===== src/rtl/patch_streamer.sv =====
// Raster-to-patch reorderer: buffers one strip of PATCH_SIZE rows, then drains
// that strip patch by patch with patch index, in-patch position and last flags.
module patch_streamer #(
    parameter int CHANNEL_SIZE = 8,
    parameter int NUM_CHANNELS = 3,
    parameter int PIXEL_WIDTH  = CHANNEL_SIZE * NUM_CHANNELS,
    parameter int IMG_WIDTH    = 16,
    parameter int IMG_HEIGHT   = 16,
    parameter int PATCH_SIZE   = 4,
    parameter int PATCH_IDX_W  = 8,
    parameter int POS_IDX_W    = 8
) (
    input  logic                   clk,
    input  logic                   reset,
    input  logic                   in_valid,
    output logic                   in_ready,
    input  logic [PIXEL_WIDTH-1:0] in_pixel,
    output logic                   out_valid,
    input  logic                   out_ready,
    output logic [PIXEL_WIDTH-1:0] out_pixel,
    output logic [PATCH_IDX_W-1:0] out_patch_idx,
    output logic [POS_IDX_W-1:0]   out_pos_idx,
    output logic                   out_patch_last,
    output logic                   out_frame_last,
    output logic                   frame_done,
    output logic [1:0]             state
);

    localparam int LOG2P  = $clog2(PATCH_SIZE);
    localparam int NCOL   = IMG_WIDTH / PATCH_SIZE;
    localparam int NSTRIP = IMG_HEIGHT / PATCH_SIZE;
    localparam int XW     = $clog2(IMG_WIDTH);
    localparam int CW     = (NCOL > 1) ? $clog2(NCOL) : 1;
    localparam int SW     = (NSTRIP > 1) ? $clog2(NSTRIP) : 1;

    localparam logic [XW-1:0]          X_LAST   = XW'(IMG_WIDTH - 1);
    localparam logic [LOG2P-1:0]       P_LAST   = LOG2P'(PATCH_SIZE - 1);
    localparam logic [CW-1:0]          COL_LAST = CW'(NCOL - 1);
    localparam logic [SW-1:0]          STR_LAST = SW'(NSTRIP - 1);
    localparam logic [PATCH_IDX_W-1:0] NCOL_IDX = PATCH_IDX_W'(NCOL);

    typedef enum logic [1:0] {
        FILL  = 2'd0,
        DRAIN = 2'd1
    } state_e;

    state_e                 state_q;
    logic [XW-1:0]          x_q;
    logic [LOG2P-1:0]       y_q;
    logic [SW-1:0]          strip_q;
    logic [CW-1:0]          col_q;
    logic [LOG2P-1:0]       r_q;
    logic [LOG2P-1:0]       c_q;
    logic [PATCH_IDX_W-1:0] base_q;
    logic                   frame_done_q;

    logic [PIXEL_WIDTH-1:0] strip_buf [PATCH_SIZE][IMG_WIDTH];

    logic          in_fire;
    logic          out_fire;
    logic [XW-1:0] rd_x_d;
    logic          patch_last_d;

    assign in_fire      = in_valid && (state_q == FILL);
    assign out_fire     = out_ready && (state_q == DRAIN);
    assign rd_x_d       = (XW'(col_q) << LOG2P) | XW'(c_q);
    assign patch_last_d = (r_q == P_LAST) && (c_q == P_LAST);

    always_ff @(posedge clk) begin
        if (in_fire) begin
            strip_buf[y_q][x_q] <= in_pixel;
        end
    end

    // base_q tracks strip*NCOL incrementally so no general multiplier is needed.
    always_ff @(posedge clk) begin
        if (reset) begin
            state_q      <= FILL;
            x_q          <= '0;
            y_q          <= '0;
            strip_q      <= '0;
            col_q        <= '0;
            r_q          <= '0;
            c_q          <= '0;
            base_q       <= '0;
            frame_done_q <= 1'b0;
        end else begin
            frame_done_q <= 1'b0;
            if (in_fire) begin
                if (x_q == X_LAST) begin
                    x_q <= '0;
                    if (y_q == P_LAST) begin
                        y_q     <= '0;
                        state_q <= DRAIN;
                    end else begin
                        y_q <= y_q + 1'b1;
                    end
                end else begin
                    x_q <= x_q + 1'b1;
                end
            end
            if (out_fire) begin
                if (c_q == P_LAST) begin
                    c_q <= '0;
                    if (r_q == P_LAST) begin
                        r_q <= '0;
                        if (col_q == COL_LAST) begin
                            col_q   <= '0;
                            state_q <= FILL;
                            if (strip_q == STR_LAST) begin
                                strip_q      <= '0;
                                base_q       <= '0;
                                frame_done_q <= 1'b1;
                            end else begin
                                strip_q <= strip_q + 1'b1;
                                base_q  <= base_q + NCOL_IDX;
                            end
                        end else begin
                            col_q <= col_q + 1'b1;
                        end
                    end else begin
                        r_q <= r_q + 1'b1;
                    end
                end else begin
                    c_q <= c_q + 1'b1;
                end
            end
        end
    end

    assign in_ready       = (state_q == FILL);
    assign out_valid      = (state_q == DRAIN);
    assign out_pixel      = strip_buf[r_q][rd_x_d];
    assign out_patch_idx  = base_q + PATCH_IDX_W'(col_q);
    assign out_pos_idx    = (POS_IDX_W'(r_q) << LOG2P) | POS_IDX_W'(c_q);
    assign out_patch_last = patch_last_d;
    assign out_frame_last = patch_last_d && (col_q == COL_LAST) && (strip_q == STR_LAST);
    assign frame_done     = frame_done_q;
    assign state          = state_q;

endmodule


===== config.mk =====
export PLATFORM = sky130hd
export DESIGN_NAME = patch_streamer
export DESIGN_NICKNAME = d
export VERILOG_FILES = /design/src/rtl/patch_streamer.sv
export SDC_FILE = /design/constraint.sdc
export NUM_CORES = 1
export LEC_CHECK = 0
export CAP_MARGIN = 20
export CORE_ASPECT_RATIO = 0.6
export CORE_MARGIN = 10
export CORE_UTILIZATION = 45
export DETAILED_ROUTE_END_ITERATION = 10
export SLEW_MARGIN = 15
export SYNTH_ARGS = -nofsm -noshare
export SYNTH_HDL_FRONTEND = slang
export SYNTH_SLANG_ARGS = --single-unit
export TNS_END_PERCENT = 5

===== constraint.sdc =====
create_clock -name clk -period 2.2 [get_ports clk]
set_input_delay 0.44 -clock clk [delete_from_list [all_inputs] [get_ports clk]]
set_output_delay 0.44 -clock clk [all_outputs]
set_load 0.02 [all_outputs]

==> metrics list <==
* Result of the run: finished with violations
- The checks that failed: setup timing.
* First-pass GRT wire length: 241.9 mm
- The critical path is of the reg2out type.
- Layout Skew: 23.42 ps
- Reg2Reg Setup Slack: ~50 ps
- GRT Total Usage: 22.86%
- DIE WIDTH: slightly below 500 um
- Measured against the total synthesized area, the mux share comes to 14.02%.
- Register bit count reported by yosys: 1561
* Number of remaining DRC errors: 0
- Area share of and/or/nand/nor cells after synthesis: 1.941%
- Number of endpoints with negative hold slack in the final report: 0
- The worst register-to-register path has a depth of 7.
* Reg-to-reg endpoint: strip_buf[2][346]$_DFFE_PP_
- CTS built an H-tree with a depth of 4.
- The detailed router finished its first iteration with 4170 violations.
- Final worst path period share: 163.4%
* Worst hold slack across all endpoints: 106.0 ps
* Gr ovfl total: 0
- Slew at the pin with the worst max-slew slack: 898.9 ps
* Number of cells on the worst hold path: 1
- STA classifies the critical path startpoint as a flop.
- After synthesis, the largest family of logic cells by area is multiplexers.
- Post-Syn Instances: 2842
* Via count of the first global-routing pass: 31740
* Start point of the worst min-delay path: in_pixel[15]
* Number of synthesized flops with an enable pin: 1536
* Final worst path period need: 3594 ps
- Via count: 32030
- In this run the clock root is driven by a sky130_fd_sc_hd__clkbuf_16.
- Area growth, synth to finish: 25.82%
- The Yosys step of the flow raised 0 warnings.
* Path class of the lowest-slack min-delay path: in2reg
- Skew-Pair Late Insertion Delay: 790 ps
- Peak supply drop: ~0.80 mV
- Data arrives at the worst endpoint at 3150 ps.
- In this run the power density over the cells is ~780 nW/um^2.
- The die covers ~150000 um^2.
* Setup repair after global routing missed its margin: yes
* Routability congestion estimate from global placement: ~0.82
* Core Rows: 103
- Along the worst path, the maximum fanout reaches 7.
- The initial antenna violation count came to 10.
* Post-Synth XOR/XNOR Area: 0.1174%
- Vertical die dimension: slightly above 300 um
- Endpoint class of the critical path: primary output
- Critical path buffers and inverters: 6
- Port buffering added 70 buffers.
* Synth Area in Compound Gates: 4.100%
- In the synthesized netlist the async set-or-reset flop fraction comes to 0%.
- Count of nets after finishing: 3494
- Clock tree buffer depth: 3
- Endpoint required time on the critical path: between 1500 and 2000 ps
* # clock sinks: 1561
* Final Slew Violations: 0
- Broken down by cell family, the worst path's largest delay share belongs to buffers and inverters.
* First-pass DRT Iterations: 6
- Ports placed on the boundary: 75
* Final standard cell count with taps included and fillers excluded: 5353
- Number of unique standard cell types used by synthesis: 35
- Traced cell by cell, the critical path runs through buf_16 > buf_12 > nand3b_1 > buf_6 > buf_16 > o22ai_4 > a211oi_2 > buf_4 > a22oi_2 > and3_4 > buf_6.
* Remaining antenna violation count after routing: 0
- Derived from the worst setup path, the maximum achievable clock frequency is roughly 280 MHz.
* Worst slew slack as a fraction of its limit: ~40%
* Largest net degree at the start of global routing: 65
* Mean instance size in the synthesized netlist: between 20 and 25 um^2
* TritonCTS buffer count: 142
- In the post-route analysis, the smallest setup slack over all paths is -1394 ps.
- Once the floorplan was initialized, standard cells occupied between 40% and 50% of the core.
- Fraction of the yosys area taken by sequential cells: between 70% and 80%
- Detail Placement HPWL: 104.1 mm
* Highest-delay cell along the critical path: sky130_fd_sc_hd__dfxtp_4
- Combined area of all synthesized cells: about 60000 um^2
- Max-cap viol count: 0
* Detail-routed net length per standard cell: roughly 32 um
* Count of placed standard cells including taps: 5003
- Setup violations remaining at the end of the flow were counted as 26.
- Ratio of cells with drive above 1 in the final layout: 37.86%
- The synthesized netlist devotes 0.2725% of its cell area to adder and majority cells.
- Wirelength, routed: 171.9 mm
- Slowest cell delay on critical path: about 400 ps
- Main synth FF type: sky130_fd_sc_hd__edfxtp_1
- Overall power consumption after layout is estimated at 58.28 mW.
- CTS clock-pin slew for the worst setup and hold paths: 60 ps
* Reported leakage power: ~24 nW
- Using the TritonRoute via totals, the vias-per-cell ratio works out to approximately 6.0.
* Core Footprint: 131600 um^2
* CTS tree: yes
- For hold timing, the worst endpoint is strip_buf[3][327]$_DFFE_PP_.
* Reg-to-reg startpoint: state[0]$_SDFF_PP0_
- 0 antenna diodes ended up in the layout.
## state kept, by name (all words and copies together) (netlist names), named ones only
name,flops
strip_buf,1536
base_q,6
x_q,4
c_q,2
col_q,2
r_q,2
state,2
strip_q,2
y_q,2
frame_done,1
## placed cells by master (no fill, tap or decap), drive strengths merged, types with 5 or more instances in the layout
cell type,count
a211oi,96
a21oi,12
a221oi,24
a22oi,96
and2,66
and3,27
buf,612
bufinv,10
clkbuf,176
clkinv,59
clkinvlp,5
dfxtp,25
dlygate4sd2,12
edfxtp,1536
ha,13
inv,15
mux2i,242
mux4,264
nand2,69
nand2b,5
nor2,34
nor2b,5
nor3,8
o21ai,27
o22ai,96
xor2,5
## cells by family after synthesis
| family | after synthesis |
|---|---|
| flip-flops | 1561 |
| AO/OA/AOI/OAI | 351 |
| buffers and inverters | 176 |
| adder cells (fa/ha/maj) | 13 |
| XOR/XNOR | 8 |
| multiplexers | 506 |
| AND/OR/NAND/NOR | 226 |
| other | 1 |
## synth_stat cells, drive strengths merged (8+ instances only)
cell | instances | share of area, %
and3 | 27 | 0.28
a221oi | 24 | 0.35
a211oi | 96 | 1.2
mux4 | 264 | 10
nor3 | 8 | 0.067
o21ai | 27 | 0.23
ha | 13 | 0.27
edfxtp | 1536 | 77
and2 | 66 | 0.69
a22oi | 96 | 1.2
nand2 | 69 | 0.43
mux2i | 242 | 4.1
buf | 89 | 0.88
clkbuf | 82 | 0.52
nor2 | 34 | 0.22
dfxtp | 25 | 0.84
a21oi | 12 | 0.10
o22ai | 96 | 1.0
## area by class of cell
class                           instances  area (um^2)
Fill cell                            9506        56480
Sequential cell                      1561        46640
Multi-Input combinational cell       1108        13770
Timing Repair Buffer                  635         7959
Clock buffer                          175         3709
Tap cell                             1785         2233
Clock inverter                         84        769.5
Inverter                                5        18.77
## power breakdown
group	switching (mW)	internal [mW]
registers	0.0248	32.7
logic	0.910	0.406
clock network	10.9	13.3
total	11.9	46.4
## how the worst max path moves through the flow
stage                              from                         to  depth (start not counted)
CTS                                flop               out_pixel[9]                          8
global placement                   flop               out_pixel[8]                          9
global route                       flop               out_pixel[6]                          7
finish                             flop              out_pixel[14]                         11
floorplan           state[0]$_SDFF_PP0_  strip_buf[2][0]$_DFFE_PP_                          4
detailed placement                 flop              out_pixel[10]                          9
## metrics by stage
stage	instance area (um^2)	TNS [ps]	util, %	setup slack [ps]
2_1_floorplan	59700	-31840	-	-176.0
3_3_place_gp	67340	-626460	51.18	-1035
3_5_place_dp	67340	-665160	51.18	-1013
4_1_cts	74780	-33470	56.83	-1424
5_1_grt	75100	-34640	57.08	-1455
6_report	75100	-32840	57.08	-1394
## what timing repair did
action                     4_1_cts  5_1_grt
hold endpoints to repair         4        0
buffers inserted                69       15
setup endpoints to repair      235       26
gates resized for setup        443       49
cloned                          22        1
pin swaps                       97       29
hold buffers                     1        0
## routing by layer
metal / share of wire, % / GRT usage [%]
met1: 43 / 34.38
met2: 43 / 32.26
met3: 12 / 7.642
met4: 1.8 / 5.124
met5: 0.0076 / 0
Note: power is estimated with default switching activity, not from simulation.
